--- src/rtl/pulse_count_glyph_sequencer.sv ---
// Streams a latched BCD pulse count to the TFT blitter as glyph-ROM base addresses.
// Digits go out MSB first over a valid/ready handshake, with optional leading-zero blanking.
module pulse_count_glyph_sequencer #(
    parameter int NUM_DIGITS   = 8,
    parameter int ADDR_W       = 12,
    parameter int GLYPH_BASE   = 1024,
    parameter int GLYPH_STRIDE = 36,
    parameter int POS_W        = 3
) (
    input  logic                    clk,
    input  logic                    rst_n,
    input  logic                    start,
    input  logic                    lz_blank,
    input  logic [4*NUM_DIGITS-1:0] bcd_in,
    output logic                    busy,
    output logic                    glyph_valid,
    input  logic                    glyph_ready,
    output logic [ADDR_W-1:0]       glyph_addr,
    output logic [POS_W-1:0]        glyph_pos,
    output logic                    glyph_last,
    output logic                    done
);

    typedef enum logic [1:0] {
        IDLE = 2'd0,
        LOAD = 2'd1,
        EMIT = 2'd2
    } state_t;

    state_t                  state_r;
    logic [4*NUM_DIGITS-1:0] snap_r;
    logic                    lz_r;
    logic                    zrun_r;

    logic [POS_W-1:0]  sel_pos_s;
    logic [3:0]        sel_digit_s;
    logic              zrun_in_s;
    logic              zrun_next_s;
    logic [ADDR_W-1:0] sel_addr_s;

    function automatic logic [3:0] glyph_code(input logic [3:0] digit, input logic blank);
        logic [3:0] code;
        if (blank) begin
            code = 4'd11;
        end else begin
            case (digit)
                4'd0, 4'd1, 4'd2, 4'd3, 4'd4,
                4'd5, 4'd6, 4'd7, 4'd8, 4'd9: code = digit;
                4'd10:                        code = 4'd10;
                default:                      code = 4'd0;
            endcase
        end
        return code;
    endfunction

    function automatic logic [ADDR_W-1:0] glyph_address(input logic [3:0] code);
        int unsigned addr;
        addr = 32'(GLYPH_BASE) + 32'(code) * 32'(GLYPH_STRIDE);
        return ADDR_W'(addr);
    endfunction

    // Select the digit to present next; zrun tracks "every digit so far was zero" under blanking.
    always_comb begin
        sel_pos_s = glyph_pos - POS_W'(1);
        zrun_in_s = zrun_r;
        if (state_r == LOAD) begin
            sel_pos_s = POS_W'(NUM_DIGITS - 1);
            zrun_in_s = lz_r;
        end else begin
            zrun_in_s = zrun_r;
        end
        sel_digit_s = snap_r[int'(sel_pos_s) * 4 +: 4];
        zrun_next_s = zrun_in_s & (sel_digit_s == 4'd0);
        sel_addr_s  = glyph_address(glyph_code(sel_digit_s,
                                               zrun_next_s & (sel_pos_s != {POS_W{1'b0}})));
    end

    // Frame sequencer with registered handshake outputs.
    always_ff @(posedge clk or negedge rst_n) begin
        if (!rst_n) begin
            state_r     <= IDLE;
            snap_r      <= {(4*NUM_DIGITS){1'b0}};
            lz_r        <= 1'b0;
            zrun_r      <= 1'b0;
            busy        <= 1'b0;
            glyph_valid <= 1'b0;
            glyph_addr  <= {ADDR_W{1'b0}};
            glyph_pos   <= {POS_W{1'b0}};
            glyph_last  <= 1'b0;
            done        <= 1'b0;
        end else begin
            done <= 1'b0;
            case (state_r)
                IDLE: begin
                    if (start) begin
                        snap_r  <= bcd_in;
                        lz_r    <= lz_blank;
                        busy    <= 1'b1;
                        state_r <= LOAD;
                    end else begin
                        state_r <= IDLE;
                    end
                end
                LOAD: begin
                    glyph_valid <= 1'b1;
                    glyph_pos   <= sel_pos_s;
                    glyph_addr  <= sel_addr_s;
                    glyph_last  <= (sel_pos_s == {POS_W{1'b0}});
                    zrun_r      <= zrun_next_s;
                    state_r     <= EMIT;
                end
                EMIT: begin
                    if (glyph_ready) begin
                        if (glyph_last) begin
                            glyph_valid <= 1'b0;
                            glyph_addr  <= {ADDR_W{1'b0}};
                            glyph_pos   <= {POS_W{1'b0}};
                            glyph_last  <= 1'b0;
                            busy        <= 1'b0;
                            done        <= 1'b1;
                            state_r     <= IDLE;
                        end else begin
                            glyph_pos  <= sel_pos_s;
                            glyph_addr <= sel_addr_s;
                            glyph_last <= (sel_pos_s == {POS_W{1'b0}});
                            zrun_r     <= zrun_next_s;
                        end
                    end else begin
                        state_r <= EMIT;
                    end
                end
                default: begin
                    state_r <= IDLE;
                end
            endcase
        end
    end

endmodule

--- config.mk ---
export PLATFORM = sky130hd
export DESIGN_NAME = pulse_count_glyph_sequencer
export DESIGN_NICKNAME = d
export VERILOG_FILES = /design/src/rtl/pulse_count_glyph_sequencer.sv
export SDC_FILE = /design/constraint.sdc
export NUM_CORES = 1
export LEC_CHECK = 0
export ABC_CLOCK_PERIOD_IN_PS = 4700
export CAP_MARGIN = 5
export CORE_MARGIN = 3
export CORE_UTILIZATION = 53
export CTS_BUF_LIST = sky130_fd_sc_hd__clkbuf_2 sky130_fd_sc_hd__clkbuf_4 sky130_fd_sc_hd__clkbuf_8
export DETAILED_ROUTE_END_ITERATION = 8
export PLACE_DENSITY_LB_ADDON = 0.25
export SYNTH_ARGS = -nofsm -noshare
export SYNTH_HDL_FRONTEND = slang
export SYNTH_SLANG_ARGS = --single-unit
export TNS_END_PERCENT = 10
--- constraint.sdc ---
create_clock -name clk -period 4.7 [get_ports clk]
set_clock_uncertainty 0.05 [all_clocks]
set_input_delay 0.47 -clock clk [delete_from_list [all_inputs] [get_ports clk]]
set_output_delay 0.47 -clock clk [all_outputs]
set_load 0.01 [all_outputs]
# [Word level (Yosys, flattened, before mapping)]
# Index checks and enable logic that the tools add are counted.
[totals] latch_bits=0 mem_bits_rw=0 register_bits=55 n_memories=0 out_inout_bits=19 inputBits=37 mem_bits_ro=0
[op_classes] muxes=28 mul=1 addsub=2 bitwise_logic=2 magnitude_cmp=0 n_shift=1 div=0 reduce_logical=12 n_eq_ne=17
[op_table] op="$shiftx A32 B6 Y4" count=1
[op_table] op="$mux W12" count=2
[op_table] op="$pmux W12 S2" count=1
[op_table] op="$eq A4 B3 Y1 const B" count=4
[op_table] op="$add A11 B10 Y12 const A" count=1
[op_table] op="$eq A4 B4 Y1 const B" count=3
[op_table] op="$mux W1" count=12
[op_table] op="$reduce_or A10 Y1" count=1
[op_table] op="$mux W3" count=3
[op_table] op="$eq A4 B2 Y1 const B" count=2
[op_table] op="$mul A4 B4 Y8 const B" count=1
[op_table] op="$ne A2 B2 Y1 const B" count=4
[op_table] op="$pmux W1 S2" count=4
[op_table] op="$pmux W4 S2" count=1
[op_table] op="$pmux W2 S3" count=1
[op_table] op="$pmux W3 S2" count=1
[op_table] op="$reduce_and A3 Y1" count=2
[op_table] op="$eq A4 B1 Y1 const B" count=1
[op_table] op="$logic_not A4 Y1" count=1
[op_table] op="$mux W2" count=2
[op_table] op="$mux W4" count=1
[op_table] op="$reduce_and A2 Y1" count=2
[op_table] op="$reduce_and A4 Y1" count=1
[op_table] op="$reduce_bool A2 Y1" count=2
[op_table] op="8 further kinds" count=9

# [Depth between registers and ports, before layout]
[logic_depth] word_depth=12 mapped_depth=19 ltp_nobuf=16

# [Worst setup path before layout]
# No wires, ideal clock.
[synth_path] kind="reg2reg" from="reg glyph_pos[0]" to="reg glyph_addr[8]" path_stages_with_launch=18 setup_slack_ns=1.227 t_arrival_ns=3.319 cell_sequence="dfrtp_1 buf_2 inv_1 ha_1 buf_2 buf_2 nor2_1 a221oi_1 a21oi_1 o21ai_2 nor2_1 a31oi_1 nor2_1 ha_1 ha_1 nand2b_1 or4_1 o311ai_1"
[synth_between] elab_chain_cells=12
[synth_rtl] item="from (decl)" line_no="19" rtl="output logic [POS_W-1:0] glyph_pos,"
[synth_rtl] item="from (signal assigned)" line_no="88" rtl="glyph_pos <= {POS_W{1'b0}};"
[synth_rtl] item="from (signal assigned)" line_no="106" rtl="glyph_pos <= sel_pos_s;"
[synth_rtl] item="from (signal assigned)" line_no="117" rtl="glyph_pos <= {POS_W{1'b0}};"
[synth_rtl] item="$sub A3 B1 Y3 (*)" line_no="64" rtl="sel_pos_s = glyph_pos - POS_W'(1);"
[synth_rtl] item="$mux W3 (*)" line_no="66" rtl="if (state_r == LOAD) begin"
[synth_rtl] item="$shiftx A32 B6 Y4" line_no="72" rtl="sel_digit_s = snap_r[int'(sel_pos_s) * 4 +: 4];"
[synth_rtl] item="$eq A4 B1 Y1 (tied with other cells)" line_no="46" rtl="case (digit)"
[synth_rtl] item="$reduce_or A10 Y1 or $and A1 B1 Y1 (tied branches)" line_no="46, 73"
[synth_rtl] item="$pmux W4 S2 or $and A1 B1 Y1 (tied branches)" line_no="46, 75"
[synth_rtl] item="$mux W4 (*)" line_no="43" rtl="if (blank) begin"
[synth_rtl] item="$mul A4 B4 Y8 (*)" line_no="58" rtl="addr = 32'(GLYPH_BASE) + 32'(code) * 32'(GLYPH_STRIDE);"
[synth_rtl] item="$add A11 B10 Y12 (*)" line_no="58"
[synth_rtl] item="$mux W12" line_no="114" rtl="if (glyph_last) begin"
[synth_rtl] item="$mux W12" line_no="113" rtl="if (glyph_ready) begin"
[synth_rtl] item="$pmux W12 S2 (*)" line_no="93" rtl="case (state_r)"
[synth_rtl] item="to (signal assigned)" line_no="107" rtl="glyph_addr <= sel_addr_s;"
[synth_rtl] item="to (signal assigned)" line_no="116" rtl="glyph_addr <= {ADDR_W{1'b0}};"
[synth_rtl] item="to (signal assigned)" line_no="124" rtl="glyph_addr <= sel_addr_s;"
[synth_rtl] item="to (decl)" line_no="18" rtl="output logic [ADDR_W-1:0] glyph_addr,"
# Every way passes the cells marked *; elsewhere a longest branch is shown, timed or not. The select of a mux whose other input is x is not followed.
# A chain may end at the register's enable or synchronous reset.

# [Worst setup path in the final report]
[layout_path] from="reg glyph_pos[1]" to="reg glyph_addr[8]"
# Same word-level chain as after synthesis.

==> results.env <==
OUTCOME='finished clean'
GRT_FIRST_PASS_WIRELENGTH_UM=9030
FIRST_GLOBAL_VIAS=1952
SYNTH-WARNING-COUNT=0
SYNTH_ENABLE_FLOP_CELLS=0
ANTENNA_VIOLATIONS_BEFORE_REPAIR=0
CRITICAL_PATH.REG2REG.STARTPOINT='glyph_pos[1]'
MET1_WIRE_LENGTH_UM=2370
WL_MET2_UM=2490
CELLLEAKAGEPOWER_nW=1.37
FP.DIEAREA_MM2=0.00587
TIMING.FINAL.CRIT_SHARE=0.800
CRITICAL_PATH_PEAK_FANOUT=24
MAX-VDD-IR-DROP_mV=0.284
SYNTH_COMPOUND_AREA_FRAC=0.154
ANTENNA_CELLS=0
TRITONCTS='yes'
MAX-SLEW-MARGIN-REL=0.259
R2R.WORST_PATH.CELLS=15
RSZ_0062_RAISED_AFTER_GLOBAL_ROUTING='false'
HOLD_BUFFERS=0
ROUTED_VIA_DENSITY=5.45
HOLDWS_PS=332
SYNTH_SEQ_CELLS=52
SYNTH_AREA_PER_CELL_UM2=10.7
CTS_REPAIR_RESIZE_COUNT=0
WORSTSETUPSTARTPOINTTYPE='flop'
MAPPEDNETLISTAREA_MM2=0.00264
CTS-ROOT-BUF='clkbuf_8'
FINALHOLDVIOLATIONS=0
FIN_NETS=333
PLACE_CONGESTION=0.806
WL_MET3_UM=220
SYNTH_FA_HA_AREA_FRAC=0.0189
POST_ROUTE_CELLS_DRIVE_ABOVE_1_SHARE=0.164
CORE.ROWCOUNT=25
NUM-FILL-CELLS=405
TIGHTEST_SLEW_PS=1110
YS_DOMINANT_REG_CELL='dfrtp_1'
POWER.DENSITY_mW_PER_MM2=663
REQUIRED_TIME_REPORTED_FOR_THE_CRITICAL_PATH_ENDPOINT_PS=4850
MIN_PERIOD_PS=3760
DRC=0
TOP_LEVEL_PORTS=56
SYNTH_CELL_TYPES=46
TOTAL_POWER_mW=2.15
ASYNC_FLOP_SHARE=1.00
REG2REG_CAPTURE_POINT='glyph_addr[8]'
YOSYS.AREA_SHARE.XOR_XNOR=0.00331
SYNTH_CELLS=247
GLOBAL_ROUTE.USAGE.TOTAL=0.191
CTS.SINKS=52
DESIGN.CORE.AREA_MM2=0.00479
SYNTH.MOST_COMMON_CELL='dfrtp_1'
CTS.CLK_SLEW.WORST_PATHS_PS=90
CORE_UTILIZATION_OF_THE_FINISHED_LAYOUT=0.678
SLEW_VIOLATIONS=0
DRT_FIRST_PASS_ITERS=4
FLOORPLAN.INITIALDENSITY=0.552
FLOORPLAN.DIE.WIDTH_UM=76.6
HPWL_UM=3790
GRT_REMAINING_OVERFLOW=0
SYNTH_SIMPLE_GATE_AREA_SHARE=0.116
YS_TOP_CELLS_BY_COUNT='dfrtp_1, mux2_2, nor2_1'
CTSHTREEMAXLEVEL=2
CTS_MADE_BUFFERS=5
CLOCK_INSERTION_DELAY_WORST_SKEW_PS=290
TNS_PS=0
TIMING.FINAL.SETUP_VIOLATIONS=0
WORST_SETUP_PATH_END_KIND='flop'
DOMINANT_COMBINATIONAL_CELL_FAMILY_BY_AREA_AFTER_SYNTHESIS='multiplexers'
CP_DATA_ARRIVAL_TIME_PS=3910
PORT_BUFFERS=52
GRT_START_MAX_NET_PINS=53
DIE_HEIGHT_UM=76.6
CAP_VIOLATIONS=0
POST-SYNTH-TOP-AREA-CELL='dfrtp_1'
VIA_COUNT=1963
CLOCK_PATH_BUFFERS=2
HIGHEST_LAYER='met4'
HOLDCRITPATHCLASS='input pin to async pin'
AVG_WL_PER_CELL_UM=14.3
REG2REG_SETUP_SLACK_PS=940
CTS_SETUP_BUFFERS=0
DETAILEDROUTE.FIRSTITERATIONVIOLATIONS=138
WL_UM=5140
SYNTH.AREA.TOP_CELLS='dfrtp_1, mux2_2, nor2_1'
SYNTHMUXAREASHARE=0.155
PATH_CLASS='flop to flop'
CLOCK.FMAX_MHz=266
SYNTH_TOP_AREA_SHARE=0.492
SYN_TO_FINAL_GROWTH_PCT=22.8
POSTROUTEANTENNANETS=0
SYNTH-SEQ-AREA-SHARE=0.492
==> worst max path at each step <==
stage | depth (start not counted) | end | from
global route | 15 | glyph_addr[8] | glyph_pos[1]
floorplan | 17 | glyph_addr[8] | glyph_pos[0]
finish | 15 | glyph_addr[8] | glyph_pos[1]
global placement | 15 | glyph_addr[8] | glyph_pos[1]
CTS | 15 | glyph_addr[8] | glyph_pos[1]
detailed placement | 15 | glyph_addr[8] | glyph_pos[1]
==> through the flow <==
| step | area [um^2] | std cells | worst slack [ps] |
|---|---|---|---|
| 2_1_floorplan | 2650 | 249 | 1230 |
| 3_3_place_gp | 3150 | 352 | 1140 |
| 3_5_place_dp | 3150 | 352 | 929 |
| 4_1_cts | 3250 | 360 | 914 |
| 5_1_grt | 3250 | 360 | 563 |
| 6_report | 3250 | 360 | 941 |
==> cell families (layout without fill, tap and decap cells) <==
group           count (synthesis)  after routing
mux                            37             37
other cells                     1              3
flops                          52             52
fa+ha+maj                       4              4
simple gates                   66             66
xor+xnor                        1              1
buf+inv                        28             72
compound gates                 58             58
==> layer usage <==
layer | vias up | global-route usage
met3 | 4 | 0.0414
met2 | 44 | 0.317
met4 | 0 | 0.0688
li1 | 971 | -
met1 | 944 | 0.245
met5 | - | 0
==> cells in the final DEF, fill, tap and decap left out, drive strengths merged, types with 6 or more instances in the layout <==
cell type / n
nand2: 19
o21ai: 15
mux2i: 6
inv: 10
mux2: 31
clkbuf: 7
clkdlybuf4s50: 51
nand3: 7
a21oi: 11
dfrtp: 52
a31oi: 6
nor2: 23
==> state kept, by name, summed over array words and instances (netlist names) <==
signal       flops
snap_r          32
glyph_last       1
glyph_valid      1
zrun_r           1
busy             1
state_r          2
lz_r             1
glyph_addr       9
done             1
glyph_pos        3
==> critical path, cell delays in order (launching register included) <==
cell	delay, ps
dfrtp_1	390
inv_1	50
ha_1	770
mux2i_1	290
a22oi_1	110
o221ai_1	240
o21a_4	210
o22ai_1	120
nor2_1	110
nor2_1	50
ha_1	210
ha_1	180
ha_1	200
nand2b_1	160
or4_1	410
o311ai_1	100
==> report_power, final <==
group,total [mW],leakage [nW],internal [mW],switching [mW]
registers,0.770,0.620,0.642,0.128
logic,1.12,0.705,0.535,0.580
clock network,0.266,0.0479,0.126,0.140
total,2.15,1.37,1.30,0.848
==> cell type report <==
class | count | area, um^2 | share of cell area
inverters | 10 | 37.5 | 0.0116
well taps | 67 | 83.8 | 0.0258
multi-input cells | 169 | 1190 | 0.368
repair buffers | 54 | 531 | 0.163
flip-flops and latches | 52 | 1300 | 0.401
clock buffers | 7 | 90.1 | 0.0278
clock inverters | 1 | 7.51 | 0.00231
No activity file was read; power rests on OpenSTA's default activity.
==> patch: new RTL, config.mk and constraints unchanged <==
The parameter `NUM_DIGITS` goes from 8 to 12.
--- a/src/rtl/pulse_count_glyph_sequencer.sv
+++ b/src/rtl/pulse_count_glyph_sequencer.sv
@@ -1,7 +1,7 @@
 // Streams a latched BCD pulse count to the TFT blitter as glyph-ROM base addresses.
 // Digits go out MSB first over a valid/ready handshake, with optional leading-zero blanking.
 module pulse_count_glyph_sequencer #(
-    parameter int NUM_DIGITS   = 8,
+    parameter int NUM_DIGITS   = 12,
     parameter int ADDR_W       = 12,
     parameter int GLYPH_BASE   = 1024,
     parameter int GLYPH_STRIDE = 36,
Ports: changed (resized bcd_in); port bits go from 56 to 72. The function was not compared with the original's and may differ.
==> patch against the original RTL <==
  * Wire length down 1.3%
  * Sequential share of layout area up 0.20 points
  * Setup slack better by 0.16 ns
  * Maximum frequency up 4.5%
  * Core utilization up 2.9 points
  * Power down 2.0%
  * Global-route usage down 0.68 points
  * Sequential cell count unchanged
  * Non-clock buffer count up 1
  * Area after synthesis down 1.3%
  * Cell area down 0.50%
  * Critical path type unchanged
==> patch: results <==
[yosys]
synth_common_cells = dfrtp_1, mux2_2, nand2_1
ys_types = 43
synthTopCellsByArea = dfrtp_1, mux2_2, o21ai_0
ys_seq_area_frac = 0.4990

[cts]
htree_levels = 2
cts_setup_buffers = 0
clkLatencyLatePin_ns = 0.30

[setup_path]
crit_fanout = 17
cpPeakStageDelay_ns = 0.62
r2r_cells = 11
slowest_stage = nor2b_1
rr_startpoint = state_r[1]$_DFFE_PN0P_
crit_arrival_ns = 3.75
r2r_setup_slack_ns = 1.10

[layout]
nets = 347
reg_top3 = snap_r: 32 flops, glyph_addr: 9 flops, glyph_pos: 3 flops
drive_gt1_frac = 0.1649

[status]
outcome = completed

[detailed_routing]
firstDrtPassIters = 4
wl_per_cell_um = 14.24
via_per_inst = 5.472
drt-initial-drc-count = 99

[placed_design]
preCtsSetupSlack_ns = 1.150
hpwl_um = 3704
gp_congestion = 0.8609
placed_cell_area_sq_um = 3132

[timing]
slew_headroom = 0.5520

[global_routing]
use_met2 = 0.2979
grt_first_pass_wirelength_um = 8769
met1_usage = 0.2481
grt_pass1_vias = 1870
track_usage = 0.1838
use_met3 = 0.03546

[pwr]
ir_drop_mv = 0.3252
p_leak_nw = 1.385
## patch: changes by cell type after synthesis, moves of 4 or more
cell	change
o21ai_0	+9
nor2_1	-8
and2_1	+6
a211oi_1	+4
buf_2	-4
nand2b_1	-4
## patch: worst max-delay path by stage
stage	startpoint	end	slack, ns
floorplan	glyph_pos[0]$_DFFE_PN0P_	glyph_addr[8]$_DFFE_PN0P_	1.35
global placement	state_r[1]$_DFFE_PN0P_	glyph_addr[8]$_DFFE_PN0P_	1.21
detailed placement	state_r[1]$_DFFE_PN0P_	glyph_addr[8]$_DFFE_PN0P_	1.15
CTS	state_r[1]$_DFFE_PN0P_	glyph_addr[8]$_DFFE_PN0P_	1.13
global route	state_r[1]$_DFFE_PN0P_	glyph_addr[8]$_DFFE_PN0P_	0.81
finish	state_r[1]$_DFFE_PN0P_	glyph_addr[8]$_DFFE_PN0P_	1.10
## patch: cell type report
class                      instances  area, sq um
inverter                          10        37.54
clock buffer                       8        97.59
timing repair buffer              55        538.0
tap                               65        81.33
fill                             355         1335
multi-input combinational        166         1174
sequential                        52         1301
## patch: power breakdown
part	switching (mW)	leakage, nW	internal (mW)	total, mW
registers	0.134	0.626	0.648	0.782
clock network	0.139	0.0523	0.132	0.270
logic	0.531	0.706	0.526	1.06
## patch: kinds of logic (layout without fill, tap and decap cells)
family | after synthesis | after routing | synth area share
other cells | 1 | 3 | 0.001438
buf+inv | 27 | 73 | 0.05566
flops | 52 | 52 | 0.4990
fa+ha+maj | 4 | 4 | 0.01919
compound gates | 59 | 59 | 0.1502
simple gates | 65 | 65 | 0.1267
xor+xnor | 2 | 2 | 0.006719
mux | 33 | 33 | 0.1411
## patch: through the flow
step	cells	hold WS [ns]	total power [mW]
after CTS	356	0.2331	2.116
after global placement	348	0.4158	1.816
final	356	0.2010	2.109
after floorplan	245	0.1244	1.559
after detailed placement	348	0.4285	1.845
after global routing	356	0.2562	2.286
## patch: critical path, delay by kind of cell (launching register included)
| family | cells | cell delay (ns) |
|---|---|---|
| AOI/OAI and AO/OA | 3 | 0.67 |
| adders and majority gates | 3 | 0.56 |
| DFF | 1 | 0.57 |
| and+or+nand+nor | 5 | 1.63 |
## patch: routing by layer
| layer | wire length (um) | share of wire | vias to the layer above |
|---|---|---|---|
| met5 | 0 | 0 | - |
| met2 | 2424 | 0.48 | 51 |
| met3 | 302 | 0.060 | 7 |
| met1 | 2265 | 0.45 | 936 |
| met4 | 76 | 0.015 | 0 |
| li1 | - | - | 954 |
